==> config.mk <==
export PLATFORM = sky130hd
export DESIGN_NAME = alarm_dismiss
export DESIGN_NICKNAME = d
export VERILOG_FILES = /design/src/rtl/alarm_dismiss_pkg.sv /design/src/rtl/alarm_dismiss_lfsr8.sv /design/src/rtl/alarm_dismiss.sv
export SDC_FILE = /design/constraint.sdc
export NUM_CORES = 1
export LEC_CHECK = 0
export ABC_AREA = 1
export BUFFER_PORTS_ARGS = -buffer_cell sky130_fd_sc_hd__buf_2
export CAP_MARGIN = 5
export CORE_AREA = 2 2 96 98
export DETAILED_ROUTE_END_ITERATION = 16
export DIE_AREA = 0 0 98 100
export MAX_ROUTING_LAYER = met4
export PLACE_DENSITY = 0.54
export REMOVE_ABC_BUFFERS = 1
export SYNTH_ARGS = -nofsm -noshare
export SYNTH_HDL_FRONTEND = slang
export SYNTH_SLANG_ARGS = --single-unit
export TNS_END_PERCENT = 50
==> constraint.sdc <==
create_clock -name clock -period 5.5 [get_ports clock]
set_input_delay 0.275 -clock clock [delete_from_list [all_inputs] [get_ports clock]]
set_output_delay 0.275 -clock clock [all_outputs]
set_load 0.05 [all_outputs]
==> src/rtl/alarm_dismiss_pkg.sv <==
// Shared definitions for the math-alarm dismiss responder: state encoding,
// LFSR constants, widths and the operand fold helper.
package alarm_dismiss_pkg;

    localparam int DIGIT_W = 4;
    localparam int ANS_W   = 7;

    // Feedback taps at bits 7, 5, 4 and 3 of the Fibonacci register.
    localparam logic [7:0] LFSR_TAPS    = 8'b1011_1000;
    localparam logic [7:0] DEFAULT_SEED = 8'hA5;

    typedef enum logic [1:0] {
        IDLE,
        PRESENT,
        CHECK,
        DISMISS
    } state_e;

    // Maps a raw nibble onto a decimal digit 0..9.
    function automatic logic [DIGIT_W-1:0] fold(input logic [3:0] n);
        return (n > 4'd9) ? n - 4'd6 : n;
    endfunction

endpackage

==> src/rtl/alarm_dismiss_lfsr8.sv <==
// 8-bit Fibonacci LFSR shifting left every cycle; a zero seed is replaced by
// 8'h01 so the register can never lock up.
module lfsr8
    import alarm_dismiss_pkg::*;
(
    input  logic       clock,
    input  logic       reset,
    input  logic [7:0] seed,
    output logic [7:0] state
);

    logic [7:0] lfsr_q;
    logic [7:0] lfsr_d;

    always_comb begin
        lfsr_d = {lfsr_q[6:0], ^(lfsr_q & LFSR_TAPS)};
    end

    // NOTE: sequential state uses non-blocking assignments so every flop
    // samples the pre-edge values regardless of process ordering.
    always_ff @(posedge clock) begin
        if (reset) begin
            lfsr_q <= (seed == 8'h00) ? 8'h01 : seed;
        end else begin
            lfsr_q <= lfsr_d;
        end
    end

    assign state = lfsr_q;

endmodule

==> src/rtl/alarm_dismiss.sv <==
// alarm_dismiss: while alarm is high, presents a random arithmetic problem,
// collects a two-digit answer from push keys and raises alarm_off when correct.
module alarm_dismiss
    import alarm_dismiss_pkg::*;
#(
    parameter logic [7:0] LFSR_SEED = DEFAULT_SEED
) (
    input  logic               clock,
    input  logic               reset,
    input  logic               alarm,
    input  logic               ans_tensKEY,
    input  logic               ans_onesKEY,
    input  logic               submitKEY,
    output logic [DIGIT_W-1:0] operand_a,
    output logic [DIGIT_W-1:0] operand_b,
    output logic               op_mul,
    output logic [DIGIT_W-1:0] ans_tens,
    output logic [DIGIT_W-1:0] ans_ones,
    output logic               active,
    output logic               alarm_off,
    output logic               wrong,
    output logic [2:0]         wrong_count
);

    localparam int K_TENS = 0;
    localparam int K_ONES = 1;
    localparam int K_SUB  = 2;

    function automatic logic [DIGIT_W-1:0] digit_inc(input logic [DIGIT_W-1:0] d);
        return (d == DIGIT_W'(9)) ? '0 : d + DIGIT_W'(1);
    endfunction

    logic [7:0] lfsr;

    lfsr8 u_lfsr (
        .clock (clock),
        .reset (reset),
        .seed  (LFSR_SEED),
        .state (lfsr)
    );

    state_e             state_q, state_d;
    logic [2:0]         key_in, flag_q, flag_d, fire;
    logic [DIGIT_W-1:0] operand_a_q, operand_a_d, operand_b_q, operand_b_d;
    logic               op_mul_q, op_mul_d;
    logic [DIGIT_W-1:0] ans_tens_q, ans_tens_d, ans_ones_q, ans_ones_d;
    logic               active_q, active_d, alarm_off_q, alarm_off_d;
    logic               wrong_q, wrong_d;
    logic [2:0]         wrong_count_q, wrong_count_d;
    logic [ANS_W-1:0]   entry, expected;
    logic               latch;

    always_comb begin
        entry    = ANS_W'(ans_tens_q) * ANS_W'(10) + ANS_W'(ans_ones_q);
        expected = op_mul_q ? ANS_W'(operand_a_q) * ANS_W'(operand_b_q)
                            : ANS_W'(operand_a_q) + ANS_W'(operand_b_q);
    end

    // NOTE: every variable written here gets a default first, so no path
    // through the case leaves one unassigned and no latch is inferred.
    always_comb begin
        state_d       = state_q;
        operand_a_d   = operand_a_q;
        operand_b_d   = operand_b_q;
        op_mul_d      = op_mul_q;
        ans_tens_d    = ans_tens_q;
        ans_ones_d    = ans_ones_q;
        wrong_d       = 1'b0;
        wrong_count_d = wrong_count_q;
        latch         = 1'b0;

        // A key fires on the first low cycle after a press seen in PRESENT.
        key_in = {submitKEY, ans_onesKEY, ans_tensKEY};
        for (int i = 0; i < 3; i++) begin
            fire[i] = (state_q == PRESENT) && flag_q[i] && !key_in[i];
        end

        case (state_q)
            IDLE: begin
                if (alarm) begin
                    latch         = 1'b1;
                    wrong_count_d = '0;
                    state_d       = PRESENT;
                end
            end
            PRESENT: begin
                if (!alarm) begin
                    state_d = IDLE;
                end else begin
                    if (fire[K_TENS]) ans_tens_d = digit_inc(ans_tens_q);
                    if (fire[K_ONES]) ans_ones_d = digit_inc(ans_ones_q);
                    if (fire[K_SUB])  state_d    = CHECK;
                end
            end
            CHECK: begin
                if (!alarm) begin
                    state_d = IDLE;
                end else if (entry == expected) begin
                    state_d = DISMISS;
                end else begin
                    wrong_d       = 1'b1;
                    wrong_count_d = (wrong_count_q == 3'd7) ? 3'd7 : wrong_count_q + 3'd1;
                    latch         = 1'b1;
                    state_d       = PRESENT;
                end
            end
            DISMISS: begin
                if (!alarm) state_d = IDLE;
            end
            default: state_d = IDLE;
        endcase

        if (latch) begin
            operand_a_d = fold(lfsr[3:0]);
            operand_b_d = fold(lfsr[7:4]);
            op_mul_d    = lfsr[7] ^ lfsr[0];
            ans_tens_d  = '0;
            ans_ones_d  = '0;
        end

        for (int i = 0; i < 3; i++) begin
            flag_d[i] = (state_d == PRESENT) && key_in[i];
        end

        active_d    = (state_d == PRESENT) || (state_d == CHECK);
        alarm_off_d = (state_d == DISMISS);
    end

    always_ff @(posedge clock) begin
        if (reset) begin
            state_q       <= IDLE;
            flag_q        <= '0;
            operand_a_q   <= '0;
            operand_b_q   <= '0;
            op_mul_q      <= 1'b0;
            ans_tens_q    <= '0;
            ans_ones_q    <= '0;
            active_q      <= 1'b0;
            alarm_off_q   <= 1'b0;
            wrong_q       <= 1'b0;
            wrong_count_q <= '0;
        end else begin
            state_q       <= state_d;
            flag_q        <= flag_d;
            operand_a_q   <= operand_a_d;
            operand_b_q   <= operand_b_d;
            op_mul_q      <= op_mul_d;
            ans_tens_q    <= ans_tens_d;
            ans_ones_q    <= ans_ones_d;
            active_q      <= active_d;
            alarm_off_q   <= alarm_off_d;
            wrong_q       <= wrong_d;
            wrong_count_q <= wrong_count_d;
        end
    end

    assign operand_a   = operand_a_q;
    assign operand_b   = operand_b_q;
    assign op_mul      = op_mul_q;
    assign ans_tens    = ans_tens_q;
    assign ans_ones    = ans_ones_q;
    assign active      = active_q;
    assign alarm_off   = alarm_off_q;
    assign wrong       = wrong_q;
    assign wrong_count = wrong_count_q;

endmodule

== Word level (Yosys, flattened, before mapping) ==
Index checks and enable logic that the tools add are counted.
Operators by class
  $add $sub $neg: 7
  multiply operators: 2
  magnitude comparators: 2
  equality and inequality tests: 13
  mux-type cells: 21
  bitwise operators: 2
  reduce and logical (&&, ||, !) cells: 21
Operator list (count)
  $mux 4: 4
  $mux 2: 6
  $mux 3: 4
  $logic_and 1x1->1: 9
  $add 4x1->4 const B: 2
  $eq 2x2->1 const B: 4
  $eq 4x4->1 const B: 2
  $gt 4x4->1 const B: 2
  $pmux 2 s4: 1
  $reduce_xor 8->1: 1
  $sub 4x3->4 const B: 2
  $add 7x4->7: 1
  $eq 7x7->1: 1
  $mul 4x4->7: 1
  $mux 7: 1
  $mul 4x3->6 const B: 1
  $ne 2x2->1 const B: 3
  $pmux 3 s2: 1
  $reduce_and 3->1: 2
  $add 4x4->5: 1
  $eq 2x1->1 const B: 2
  $reduce_and 4->1: 1
  $reduce_or 2->1: 2
  $add 3x1->3 const B: 1
  other kinds (9): 13
Storage, ports and cells
  flip-flop bits (word level): 36
  bits of input ports: 6
  output and inout bits: 23
  word-level logic and storage cells: 80

== Depth between registers and ports, before layout ==
Gate-level depths: netlist of the first run.
  depth after elaboration: 8
  gate-level depth with buffers: 25

== Cells and area by module ==
From an unflattened synthesis of the first run, not the netlist that was laid out.
Second synthesis, totals
  cells, all modules: 404
  area total of the unflattened synthesis: 2706.3 sq um
By module, submodules not included
  alarm_dismiss: instances 1, cells an instance 351, area an instance 2364.8 sq um, seq. area each 560.5 sq um
  lfsr8: instances 1, cells an instance 53, area an instance 341.6 sq um, seq. area each 160.2 sq um

== Least setup slack after synthesis of the first run ==
OpenSTA, ideal clock, no wires.
  kind: register to register
  from: register operand_a_q[1], in the netlist operand_a[1]
  to: register active_q, in the netlist active
  setup time: 0.067 ns
  data arrival time: 3.763 ns
  data required time: 5.433 ns
  slack: 1.670 ns
  cell stages (with the launch flop): 22
  period minus slack after synthesis: 3.830 ns
  cell sequence: dfxtp_1 nand2_1 fa_1 fa_1 fa_1 inv_1 nor2_1 o21ai_0 nand2_1 inv_1 nand2_1 nand2_1 nand2_1 nor2_1 nand3_1 buf_6 nand2_2 inv_2 nor2_4 inv_2 ha_1 nor2_1
On the way
  longest elaborated chain between the ends: 8
  elaborated cells on any way between the ends: 10
  those cells by class: 1 x add/sub; 1 x mul; 3 x eq/ne; 4 x mux; 1 x reduce/logical
RTL lines
  start, declared: RTL line alarm_dismiss.sv:44  | logic [DIGIT_W-1:0] operand_a_q, operand_a_d, operand_b_q, operand_b_d;
  start signal, assigned: RTL line alarm_dismiss.sv:145  | operand_a_q <= operand_a_d;
  $mul 4x4->7 or $add 4x4->5 (tied branches): RTL line alarm_dismiss.sv:55, alarm_dismiss.sv:56
  $mux 7 *: RTL line alarm_dismiss.sv:55  | expected = op_mul_q ? ANS_W'(operand_a_q) * ANS_W'(operand_b_q)
  $eq 7x7->1 *: RTL line alarm_dismiss.sv:98  | end else if (entry == expected) begin
  $mux 2 *: RTL line alarm_dismiss.sv:98
  $mux 2 *: RTL line alarm_dismiss.sv:96  | if (!alarm) begin
  $pmux 2 s4 *: RTL line alarm_dismiss.sv:78  | case (state_q)
  net state_d[1]: RTL line alarm_dismiss.sv:42  | state_e state_q, state_d;
  $eq 2x1->1 or $eq 2x2->1 (tied branches): RTL line alarm_dismiss.sv:125  | active_d = (state_d == PRESENT) || (state_d == CHECK);
  $logic_or 1x1->1 *: RTL line alarm_dismiss.sv:125
  end signal, assigned: RTL line alarm_dismiss.sv:150  | active_q <= active_d;
  end, declared: RTL line alarm_dismiss.sv:47  | logic active_q, active_d, alarm_off_q, alarm_off_d;
Mark *: on every way through the listed nets, which the timed path passes. The rest lies on a longest branch.
A chain may end at the register's enable or synchronous reset.

== Final worst setup path of the first run ==
Same ends and word-level chain as after synthesis.

==> out/results.ini, run 1 <==
[timing]
timing.final.crit_period_ns = 3.85
fin_worst_skew_ns = 0.00647
fmax_mhz = 260
setup_tns_ns = 0
finalMaxSlewViolations = 0
period_share = 0.700
hold_viol = 0
rsz0062_at_grt = no
fin_ws_ns = 1.65
tightest_slew_ns = 0.482
max_slew_margin = 0.678
fin_worst_hold_slack_ns = 0.226
setup_violations = 0

[final_layout]
area_growth_pct = 13.0
fin_area_um2 = 2900
regArea_um2 = 721
n_antenna_cell = 0
finalNetCount = 444
drive_gt1_frac = 0.121
fill_cells = 1000
multi_input_area_um2 = 1510

[placement]
portBuffers = 28
dp_worst_setup_slack_ns = 1.65
place_congestion = 0.766
placed_cell_area_um2 = 2810
hpwl_um = 4340

[synthesis]
yosysWarningCount = 0
ys_types = 30
synth_area_um2 = 2560
post-synth-top-area-fraction = 0.281
synthTopCellsByArea = dfxtp_1 (28%), ha_1 (13%), nand2_1 (13%), inv_1 (10%), nor2_1 (5.9%)
yosys_register_bits = 36
synth_flop_cell = dfxtp_1
synth_edf_count = 0
synthArstFlopShare = 0
seq_area_frac_synth = 0.281
yosys-top-cells-count = nand2_1 (88), inv_1 (71), nor2_1 (40), dfxtp_1 (36), ha_1 (27)
synth_most_common_cell = nand2_1
synth_area_per_cell_um2 = 6.84
syn_inst = 375
synth_top_area_cell = dfxtp_1

[setup_path]
endpoint_kind = flip-flop
cpMostUsedCell = nand2_1
reg2reg_slack_ns = 1.65
cpPeakStageDelay_ns = 0.54
critPathMaxFanout = 11
critPathCapture = active
crit_chain = nand2_1 > fa_1 > fa_1 > fa_1 > inv_1 > nor2_1 > o21ai_0 > nand2_1 > inv_1 > nand2_1 > nand2_1 > nand2_1 > nor2_1 > nand3_1 > nand2_2 > inv_2 > nor2_4 > inv_2 > ha_1 > nor2_1
worst-r2r-cell-count = 20
crit_required_ns = 5.73
regToRegEndpoint = active
crit_type = reg -> reg
worstSetupStartpointType = flip-flop
cp_slowest_cell = fa_1
worstReg2RegStart = operand_a[1]
startpoint = operand_a[1]
crit_arrival_ns = 4.08

[global_routing]
met1_usage = 0.141
grt.total_usage = 0.120
grt_max_degree = 17
antenna_found_initial = 0
grt_pass1_vias = 2129
met3_usage = 0.0195
globalRouteMet2Util = 0.207
grt_busiest_layer = met2
gr-total-overflow = 0
grt_pass1_wl_um = 9500

[pwr]
leakage_nw = 1.59
ir_worst_vdd_v = 0.000115
p_per_area_nw_per_um2 = 210

[floorplan]
pin_count = 29
die_area_um2 = 9800
die_y_um = 100
num_rows = 35
fp.dieW_um = 98
core_um2 = 8890
start_util = 0.289

[drt]
viasPerCell = 4.40
ant_nets = 0
drc = 0
vias = 2268
routed_wl_um = 5440
drt_iter0_drc = 70
dr.pass1.iters = 4
wl_per_cell_um = 10.6

[clock_network]
clk_pin_slew_ns = 0.08
clockBufferDepth = 2
post_cts_resize_count = 0
hold_buffers = 0
cts.sinks = 36
cts_tree = built
cts-buffers-inserted = 5
post_cts_buffers = 0
h-tree-depth = 2
root_buffer = clkbuf_8
worstSkewPairLatency_ns = 0.29

[status]
status = complete, no violations

[min_path]
hold_path_class = in -> reg
holdPathStages = 3

[flow_run]
cap_violations = 0

==> critical path, delay by kind of cell, from the launching register on <==
family / cells / cell delay (ns)
adder cells (fa/ha/maj): 4 / 1.79
AND/OR/NAND/NOR: 11 / 1.14
flip-flops: 1 / 0.47
buffers and inverters: 4 / 0.23
AO/OA/AOI/OAI: 1 / 0.15
==> metrics by stage <==
stage          instances  utilization  power (mW)
6_report             516        0.326       0.608
5_1_grt              516        0.326       0.647
4_1_cts              516        0.326       0.618
3_5_place_dp         508        0.316       0.421
3_3_place_gp         508        0.316       0.420
2_1_floorplan        369            -       0.387
==> registers in the layout (all words and copies together), names as in the netlist <==
register / flops
active: 1
operand_a: 4
flag_q: 3
op_mul: 1
wrong_count: 3
state_q: 2
wrong: 1
operand_b: 4
ans_ones: 4
ans_tens: 4
alarm_off: 1
u_lfsr.state: 8
==> report_power, final <==
part	switching, mW	internal [mW]	total, mW	leakage [nW]
clock network	0.0947	0.100	0.195	0.0510
logic	0.0815	0.0420	0.124	1.24
registers	0.0172	0.273	0.290	0.296
total	0.193	0.415	0.608	1.59
==> layer usage <==
layer	share of wire	vias up
met2	0.48	24
met3	0.018	8
met1	0.48	1000
met4	0.013	0
li1	-	1236
met5	0	-
==> cell usage in the layout (no fill, tap or decap), types with 2 or more instances in the layout <==
cell type,n
nand2_1,88
inv_1,71
nor2_1,40
dfxtp_1,36
buf_2,28
ha_1,27
nand3_1,25
o21ai_0,12
nand4_1,12
nor3_1,11
a21oi_1,8
fa_1,7
clkbuf_8,6
inv_2,5
nand3b_1,4
xor2_1,4
nand2_2,3
xnor2_1,3
o211ai_1,2
o31ai_1,2
clkinv_2,2
==> kinds of logic after synthesis <==
logic type / share of synthesized area
xor gates and xnor gates: 0.0239
and+or+nand+nor: 0.321
adders and majority gates: 0.186
buffers and inverters: 0.129
DFF: 0.281
AOI/OAI and AO/OA: 0.0580
==> cell type report <==
class                      instances  area share
clock buffer                       6      0.0285
clock inverter                     2     0.00345
inverter                          77       0.101
tap                              111      0.0479
multi-input combinational        256       0.522
sequential                        36       0.249
timing repair buffer              28      0.0483
==> worst min path at each step <==
stage | from | to
floorplan | reset | state_q[1]
global placement | u_lfsr.state[6] | u_lfsr.state[7]
detailed placement | u_lfsr.state[6] | u_lfsr.state[7]
CTS | ans_tensKEY | flag_q[0]
global route | ans_tensKEY | flag_q[0]
finish | submitKEY | flag_q[2]
Note: power is estimated with default switching activity, not from simulation.
==> inputs of run 2 (changes only) <==
Clock period 5.5 ns to 3.6 ns, I/O delays scaled along.
==> out/results.ini, run 2 (same netlist as run 1, synthesis figures left out) <==
[clock_network]
root_buffer = clkbuf_8
h-tree-depth = 2  ; unchanged
worstSkewPairLatency_ns = 0.29  ; about the same
hold_buffers = 0  ; unchanged
cts-buffers-inserted = 5  ; unchanged
cts_tree = built
clockBufferDepth = 2  ; unchanged
cts.sinks = 36  ; unchanged
clk_pin_slew_ns = 0.07  ; about the same

[drt]
dr.pass1.iters = 4  ; unchanged
wl_per_cell_um = 10.6  ; about the same
drt_iter0_drc = 50  ; -29%
drc = 0  ; unchanged
viasPerCell = 4.37  ; -0.63%
ant_nets = 0  ; unchanged
routed_wl_um = 5540  ; +1.8%
vias = 2293  ; +1.1%

[timing]
max_slew_margin = 0.651  ; -0.0275
fin_ws_ns = 0.267  ; -1.38 ns
fin_worst_hold_slack_ns = 0.135  ; -0.0915 ns
fmax_mhz = 300  ; +16%
hold_viol = 0  ; unchanged
finalMaxSlewViolations = 0  ; unchanged
fin_worst_skew_ns = 0.00650  ; +0.0000321 ns
rsz0062_at_grt = no
timing.final.crit_period_ns = 3.33  ; -0.518 ns
period_share = 0.926  ; +0.226
tightest_slew_ns = 0.524  ; +0.0412 ns
setup_violations = 0  ; unchanged

[floorplan]
die_y_um = 100  ; unchanged
fp.dieW_um = 98  ; unchanged
die_area_um2 = 9800  ; unchanged
core_um2 = 8890  ; unchanged
pin_count = 29  ; unchanged
num_rows = 35  ; unchanged
start_util = 0.289  ; unchanged

[final_layout]
finalNetCount = 453  ; +2.0%
fill_cells = 947  ; -5.3%
largest_reg_flops = 8  ; unchanged
multi_input_area_um2 = 1570  ; +3.8%
final_cell_mix = nand2_1 (87), inv_1 (69), nor2_1 (38)
fin_area_um2 = 3030  ; +4.5%
drive_gt1_frac = 0.174  ; +0.0529
regArea_um2 = 726  ; +0.69%
final_common_cell = nand2_1
n_antenna_cell = 0  ; unchanged
area_growth_pct = 18.1

[pwr]
ir_worst_vdd_v = 0.000201  ; +74%
p_per_area_nw_per_um2 = 311  ; +48%
leakage_nw = 1.62  ; +2.5%
p_total_mw = 0.943  ; +55%

[setup_path]
crit_arrival_ns = 3.51  ; -0.57 ns
reg2reg_slack_ns = 0.27  ; -1.38 ns
worstSetupStartpointType = flip-flop
crit_required_ns = 3.77  ; -1.96 ns
endpoint_kind = flip-flop
crit_type = reg -> reg
critPathMaxFanout = 6  ; -5

[placement]
portBuffers = 28  ; unchanged
placed_cell_area_um2 = 2860  ; +1.9%
place_congestion = 0.814  ; +6.2%
hpwl_um = 4500  ; +3.5%
dp_worst_setup_slack_ns = 0.0224  ; -1.63 ns

[global_routing]
antenna_found_initial = 0  ; unchanged
gr-total-overflow = 0  ; unchanged
grt_pass1_vias = 2279  ; +7.0%
grt.total_usage = 0.121  ; +0.00195
grt_max_degree = 17  ; unchanged
grt_pass1_wl_um = 9760  ; +2.7%

[min_path]
hold_path_class = in -> reg

[status]
status = complete, no violations

[flow_run]
cap_violations = 0  ; unchanged

## run 2: changes by cell type in the layout (fill, tap and decap cells not counted), sizes merged
cell,previous run,this run
buf,28,37
## run 2: cell type report
cell class,count,area share
clock buffers,6,0.0273
clock inverters,2,0.00330
inverters,77,0.0971
multi-input cells,256,0.518
flip-flops and latches,36,0.240
well taps,111,0.0458
repair buffers,37,0.0686
## run 2: final timing paths
path	endpoint	start	cells past startpoint
min	flag_q[0]	ans_tensKEY	3
min reg2reg	u_lfsr.state[1]	u_lfsr.state[0]	2
max	active	operand_a[2]	20
max reg2reg	active	operand_a[2]	20
## run 2: stage by stage
stage	cells	TNS, ns	util
after global routing	525	0	0.341
after global placement	515	0	0.322
after floorplan	369	-3.53	-
after CTS	523	0	0.332
after detailed placement	515	0	0.322
final	525	0	0.341
## run 2: layer usage
metal / global-route usage / vias up / part of all wire
met3: 0.0174 / 6 / 0.014
met2: 0.224 / 16 / 0.51
met5: - / - / 0
met4: 0.0363 / 0 / 0.013
li1: - / 1246 / -
met1: 0.136 / 1025 / 0.47
## run 2: timing repair
item | 4_1_cts | 5_1_grt
buffers inserted | 0 | 2
endpoints found under the setup margin | 0 | 25
resized for setup | 0 | 16
## run 2: critical path, cell delays in order, from the launching register on
cell	delay (ns)
dfxtp_4	0.37
nand2_2	0.06
fa_1	0.56
fa_2	0.49
fa_2	0.44
inv_2	0.06
nor2_1	0.03
o21ai_1	0.12
nand2_1	0.08
inv_1	0.06
nand2_1	0.04
nand2_1	0.05
nand2_1	0.05
nor2_2	0.12
nand3_2	0.11
nand2_2	0.08
inv_2	0.05
nor2_4	0.11
inv_2	0.06
ha_4	0.25
nor2_1	0.03
## run 2: where the power goes
part | total, mW | switching (mW) | internal [mW] | leakage [nW]
logic | 0.211 | 0.137 | 0.0742 | 1.28
clock network | 0.296 | 0.144 | 0.153 | 0.0510
registers | 0.435 | 0.0180 | 0.417 | 0.297
total | 0.943 | 0.298 | 0.644 | 1.62
